--- config.mk ---
export PLATFORM = sky130hd
export DESIGN_NAME = uart_rx_bit_ctrl
export DESIGN_NICKNAME = d
export VERILOG_FILES = /design/src/rtl/uart_rx_bit_ctrl.sv
export SDC_FILE = /design/constraint.sdc
export NUM_CORES = 1
export LEC_CHECK = 0
export ABC_CLOCK_PERIOD_IN_PS = 4940
export BUFFER_PORTS_ARGS = -buffer_cell sky130_fd_sc_hd__buf_2
export CAP_MARGIN = 10
export CELL_PAD_IN_SITES_DETAIL_PLACEMENT = 1
export CELL_PAD_IN_SITES_GLOBAL_PLACEMENT = 1
export CORE_AREA = 2 2 86 88
export CTS_CLUSTER_DIAMETER = 100
export CTS_CLUSTER_SIZE = 16
export DETAILED_ROUTE_END_ITERATION = 12
export DIE_AREA = 0 0 88 90
export PLACE_DENSITY = 0.48
export SLEW_MARGIN = 20
export SYNTH_ARGS = -nofsm -noshare
export SYNTH_HDL_FRONTEND = slang
export SYNTH_SLANG_ARGS = --single-unit
export TNS_END_PERCENT = 5
--- constraint.sdc ---
create_clock -name clk -period 4.94 [get_ports clk]
set_input_delay 1.235 -clock clk [delete_from_list [all_inputs] [get_ports clk]]
set_output_delay 1.235 -clock clk [all_outputs]
set_load 0.02 [all_outputs]
--- src/rtl/uart_rx_bit_ctrl.sv ---
// UART receive bit-timing controller and deserializer.
// Drives an external flex_counter (clear / count_enable / rollover_val) and
// uses its rollover_flag as the mid-bit sample strobe. Frames are LSB-first;
// each frame ends in either a one-cycle rx_valid or a one-cycle framing_error.
module uart_rx_bit_ctrl #(
    parameter int CNT_BITS  = 8,
    parameter int DATA_BITS = 8
) (
    input  logic                 clk,
    input  logic                 nrst,
    input  logic                 serial_in,
    input  logic [CNT_BITS-1:0]  bit_period,
    input  logic                 cnt_rollover_flag,
    output logic                 cnt_clear,
    output logic                 cnt_enable,
    output logic [CNT_BITS-1:0]  cnt_rollover_val,
    output logic [DATA_BITS-1:0] rx_data,
    output logic                 rx_valid,
    output logic                 framing_error,
    output logic                 busy
);

    localparam int IDX_W = $clog2(DATA_BITS + 1);
    localparam logic [CNT_BITS-1:0] MIN_PERIOD = CNT_BITS'(4);
    localparam logic [IDX_W-1:0]    LAST_IDX   = IDX_W'(DATA_BITS - 1);

    typedef enum logic [1:0] {
        IDLE  = 2'd0,
        START = 2'd1,
        DATA  = 2'd2,
        STOP  = 2'd3
    } state_t;

    state_t                state_q,  state_d;
    logic                  line_q;
    logic [CNT_BITS-1:0]   period_q, period_d;
    logic [IDX_W-1:0]      idx_q,    idx_d;
    logic [DATA_BITS-1:0]  shift_q,  shift_d;
    logic [DATA_BITS-1:0]  data_q,   data_d;
    logic                  valid_q,  valid_d;
    logic                  ferr_q,   ferr_d;

    logic                  strobe;
    logic                  start_det;
    logic [DATA_BITS-1:0]  shift_in;

    // New bit enters at the MSB so that after DATA_BITS shifts the first
    // (least significant) bit on the wire ends up in bit 0.
    generate
        if (DATA_BITS == 1) begin : gen_shift_single
            assign shift_in = serial_in;
        end else begin : gen_shift_multi
            assign shift_in = {serial_in, shift_q[DATA_BITS-1:1]};
        end
    endgenerate

    assign strobe    = (state_q != IDLE) && cnt_rollover_flag;
    assign start_det = line_q && !serial_in;

    // Counter drive: the half-period reload in START lands the first strobe
    // in the middle of the start bit; every later strobe is a full period on.
    assign cnt_enable       = (state_q != IDLE);
    assign cnt_clear        = (state_q == IDLE) || cnt_rollover_flag;
    assign cnt_rollover_val = (state_q == START) ? ((period_q >> 1) - CNT_BITS'(1))
                                                 : (period_q - CNT_BITS'(1));

    assign busy          = (state_q != IDLE);
    assign rx_data       = data_q;
    assign rx_valid      = valid_q;
    assign framing_error = ferr_q;

    // Next-state and datapath decode; pulses default low so they last one cycle.
    always_comb begin
        state_d  = state_q;
        period_d = period_q;
        idx_d    = idx_q;
        shift_d  = shift_q;
        data_d   = data_q;
        valid_d  = 1'b0;
        ferr_d   = 1'b0;
        case (state_q)
            IDLE: begin
                if (start_det) begin
                    period_d = (bit_period < MIN_PERIOD) ? MIN_PERIOD : bit_period;
                    state_d  = START;
                end
            end
            START: begin
                if (strobe) begin
                    if (serial_in) begin
                        state_d = IDLE;          // line back high: false start
                    end else begin
                        state_d = DATA;
                        idx_d   = '0;
                    end
                end
            end
            DATA: begin
                if (strobe) begin
                    shift_d = shift_in;
                    idx_d   = idx_q + IDX_W'(1);
                    if (idx_q == LAST_IDX) begin
                        state_d = STOP;
                    end
                end
            end
            STOP: begin
                if (strobe) begin
                    state_d = IDLE;
                    if (serial_in) begin
                        data_d  = shift_q;
                        valid_d = 1'b1;
                    end else begin
                        ferr_d  = 1'b1;
                    end
                end
            end
            default: state_d = IDLE;
        endcase
    end

    // State, latched period, shift/data registers and output pulses.
    always_ff @(posedge clk or negedge nrst) begin
        if (!nrst) begin
            state_q  <= IDLE;
            line_q   <= 1'b1;
            period_q <= MIN_PERIOD;
            idx_q    <= '0;
            shift_q  <= '0;
            data_q   <= '0;
            valid_q  <= 1'b0;
            ferr_q   <= 1'b0;
        end else begin
            state_q  <= state_d;
            line_q   <= serial_in;
            period_q <= period_d;
            idx_q    <= idx_d;
            shift_q  <= shift_d;
            data_q   <= data_d;
            valid_q  <= valid_d;
            ferr_q   <= ferr_d;
        end
    end

endmodule

## Yosys cells after proc, flatten, opt, wreduce, memory -nomap -nowiden

Cells that the tools add are included.
Widths: inputs -> output; s select.

| storage, ports and cells | value |
|---|---|
| flip-flop bits (word level) | 33 |
| output and inout bits | 21 |
| word-level logic and storage cells | 53 |

| operators by class | value |
|---|---|
| $add $sub $neg | 3 |
| order comparisons | 1 |
| equality and inequality tests | 10 |
| multiplexer cells | 19 |
| reduce and logical (&&, ||, !) cells | 12 |

Operators by type and width:

| kind | count |
|---|---|
| $mux 8 | 2 |
| $mux 2 | 6 |
| $mux 4 | 3 |
| $ne 2x2->1 const B | 6 |
| $lt 8x3->1 const B | 1 |
| $pmux 2 s4 | 1 |
| $pmux 4 s2 | 1 |
| $sub 7x1->8 const B | 1 |
| $sub 8x1->8 const B | 1 |
| $mux 1 | 6 |
| $reduce_and 5->1 | 1 |
| $add 4x1->4 const B | 1 |
| $eq 2x2->1 const B | 2 |
| $eq 4x3->1 const B | 1 |
| $reduce_and 2->1 | 2 |
| $reduce_and 4->1 | 1 |
| $reduce_bool 2->1 | 2 |
| $reduce_and 3->1 | 1 |
| $eq 2x1->1 const B | 1 |
| $logic_and 1x1->1 | 2 |
| $logic_not 2->1 | 1 |
| $logic_not 1->1 | 1 |
| $logic_or 1x1->1 | 1 |

## Logic depth before layout (Yosys ltp)

| depth | value |
|---|---|
| word-level depth | 4 |
| gate-level depth with buffers | 10 |
| depth with buffers taken out | 8 |

## Worst setup path after synthesis

Ideal clock, no wire load.

| path | value |
|---|---|
| kind | reg2out |
| from | register state_q[0] |
| to | output port cnt_rollover_val[4] |
| arrival time | 2574 ps |
| data required time | 3705 ps |
| setup slack | 1131 ps |
| stages on the path, launching flop included | 10 |
| buffers on the path | 2 |
| cell sequence | dfrtp_1 -> buf_4 -> nor2b_1 -> buf_2 -> nor2_1 -> a21oi_1 -> ha_1 -> or4b_4 -> and3_1 -> a21oi_1 |

| between the ends | value |
|---|---|
| longest elaborated chain between the ends | 2 |

RTL lines:

| what | RTL line | source |
|---|---|---|
| start: declaration | 34 | `state_t state_q, state_d;` |
| start signal: assignment | 134 | `state_q <= state_d;` |
| $eq 2x1->1 | 64 | `assign cnt_rollover_val = (state_q == START) ? ((period_q >> 1) - CNT_BITS'(1))` |
| $mux 8 | 64 |  |
| end: declaration | 16 | `output logic [CNT_BITS-1:0] cnt_rollover_val,` |

Every way passes these cells.

## Worst setup path after layout

| path | value |
|---|---|
| from | register state_q[0] |
| to | output port cnt_rollover_val[6] |

Same word-level chain as after synthesis.

==> flow_summary.ini <==
[critical_path]
cp.required_ns = 3.70
cp-end-kind = output pin
cp.arrival_ns = 3.09
r2r-start = state_q[0]$_DFFE_PN0P_
start_kind = register
rrSetupSlack_ns = 2.84
cp_max_fo = 12
crit_type = reg -> out
startpoint = state_q[0]$_DFFE_PN0P_
endpoint = cnt_rollover_val[6]
r2r-end = period_q[3]$_DFFE_PN0P_
worstRegToRegCells = 3

[finish]
nets = 190
register_area_um2 = 828
final_layout_size_suffix_gt1_frac = 0.401
finalInstanceArea_um2 = 1990
diodes = 0
synthToLayoutAreaGrowth_pct = 18.3
multiInputGateArea_um2 = 774
fillers = 788

[worst_hold_path]
hold_path.class = reg -> reg

[sta]
rsz0062_at_grt = false
setup_violations = 0
fin_crit_sh = 0.875
relSlewSlack = 0.460
fmax_mhz = 231
fin_skew_ns = 0.00908
final.min_clock_period_ns = 4.32
slew_violations = 0
tightest_slew_ns = 0.808
final-hold-violation-count = 0
setup-tns-final_ns = 0

[synthesis]
netlist_area_um2 = 1680
ys_ff_latch = 33
synthesis.nets = 158
ys_warn_count = 0
syn-instance-count = 144
synth_cell_types = 41
syn_avg_cell_area_um2 = 11.7
seq_area_frac_synth = 0.492

[drt]
wl_um = 3730
drc = 0
vias_per_cell = 4.37
met3_length_um = 134
drt-wirelength-per-cell_um = 13.5
drt-met1-wl_um = 1650
drtIter0Drc = 31
drt_first_pass_iters = 4
met2_length_um = 1950
ant_nets = 0
top_layer = met3
vias = 1206

[cts]
clockBufferDepth = 2
cts_hold_buf = 0
cts_resized = 0
h-tree-depth = 2
path_clk_slew_ns = 0.07
cts_sinks = 33
numCtsBuffers = 5
cts_tree = built
clk_latency_ns = 0.28
clock-root-buffer = clkbuf_8
postCtsSetupBuffers = 0

[grt]
grt_max_degree = 34
grt-ovfl-total = 0
grt_pass1_wl_um = 6440
antenna_found_initial = 0
grt_pass1_vias = 1329
grt.total_usage = 0.102

[flow_run]
cap_violations = 0

[placed_design]
gp_congestion = 0.803
dpl_cell_area_um2 = 1910
dpl.hpwl_um = 2790
port_buffers = 32

[floorplanning]
die_x_um = 88
dieHeight_um = 90
start_util = 0.240
core_area_um2 = 7020
die_area_um2 = 7920
num_rows = 31
io_pins = 33

[power]
ir_drop_uv = 167
p_per_area_nw_per_um2 = 665
p_leak_nw = 0.910

[status]
status = completed
critical path, stage by stage (launching register included):
cell and delay (ns):
dfrtp_1 0.65, nor2b_1 0.56, nor2_1 0.13, a21oi_1 0.22, ha_1 0.24, or4b_4 0.49, nor2_1 0.14, nand3_1 0.09
o211ai_1 0.09, buf_2 0.19
sequential cells by signal (all words and copies together), names as in the netlist, named ones only:
name	cells
shift_q	8
line_q	1
state_q	1
rx_data	8
idx_q	4
framing_error	1
period_q	8
rx_valid	1
where the power goes:
part | switching, mW | internal (mW)
Sequential | 0.124 | 0.372
Combinational | 0.355 | 0.278
Clock | 0.0988 | 0.0971
cells in the final DEF, fill, tap and decap left out, types with 3 or more instances in the layout:
cell type / instances
a21oi_1: 6
o21ai_0: 5
nand2_1: 12
o211ai_1: 3
mux2_2: 16
nor2_1: 12
inv_1: 5
xnor2_1: 3
mux2_4: 6
nand2b_1: 4
dfrtp_1: 31
nor2b_1: 3
clkbuf_8: 5
buf_2: 32
how the worst min path moves through the flow:
stage / start / cells after the start / to / slack, ns
floorplan: shift_q[0]$_DFFE_PN0P_ / 1 / rx_data[0]$_DFFE_PN0P_ / 0.48
global placement: rx_data[5]$_DFFE_PN0P_ / 1 / rx_data[5]$_DFFE_PN0P_ / 0.49
detailed placement: rx_data[4]$_DFFE_PN0P_ / 1 / rx_data[4]$_DFFE_PN0P_ / 0.49
CTS: rx_data[6]$_DFFE_PN0P_ / 1 / rx_data[6]$_DFFE_PN0P_ / 0.52
global route: rx_data[4]$_DFFE_PN0P_ / 1 / rx_data[4]$_DFFE_PN0P_ / 0.54
finish: rx_data[6]$_DFFE_PN0P_ / 1 / rx_data[6]$_DFFE_PN0P_ / 0.51
cell usage after synthesis, drive strengths merged:
cell type	number	area [um^2]
nor4	1	12.5
o31a	1	8.76
o211ai	3	22.5
o21a	1	7.51
a21boi	3	22.5
a32oi	1	8.76
mux2	22	270
and3	2	12.5
clkbuf	1	3.75
o31ai	1	7.51
dfrtp	31	776
nand2	12	45.0
nand4	1	6.26
buf	6	58.8
mux2i	1	10.0
nand2b	4	25.0
inv	5	18.8
or4	1	7.51
nor3	2	15.0
nor2b	4	32.5
a21oi	6	30.0
dfstp	2	52.6
nand3	2	22.5
o22ai	2	12.5
o21ai	5	25.0
and2	1	6.26
a311oi	2	17.5
xnor2	3	26.3
ha	2	25.0
nor2	12	45.0
or2	1	6.26
a221oi	2	30.0
or4b	1	13.8
metrics by stage:
stage / power (mW) / util / hold slack [ns] / cells / setup WS (ns)
3_5_place_dp: 1.15 / 0.271 / 0.493 / 268 / 0.868
3_3_place_gp: 1.12 / 0.271 / 0.487 / 268 / 1.09
6_report: 1.32 / 0.284 / 0.512 / 276 / 0.616
5_1_grt: 1.44 / 0.284 / 0.538 / 276 / 0.224
2_1_floorplan: 0.963 / - / 0.477 / 144 / 1.13
4_1_cts: 1.35 / 0.284 / 0.518 / 276 / 0.538
logic make-up (layout without fill, tap and decap cells):
family,Yosys count,count (layout),synth area share
compound gates,27,27,0.114
xor+xnor,3,3,0.0156
fa+ha+maj,2,2,0.0149
buf+inv,12,45,0.0483
flops,33,33,0.492
mux,23,23,0.166
simple gates,44,44,0.149
cell type report:
type                    count  share of cell area
clock buffers               5              0.0345
clock inverters             3             0.00879
inverters                   5             0.00942
multi-input cells          99               0.389
flip-flops and latches     33               0.416
well taps                  99              0.0622
repair buffers             32              0.0804
metal layers:
layer  vias to the layer above  global-route usage
met5                         -                   0
met4                         0              0.0244
met3                         0              0.0285
met2                        22               0.174
met1                       613               0.127
li1                        571                   -
Note: power is estimated with default switching activity, not from simulation.
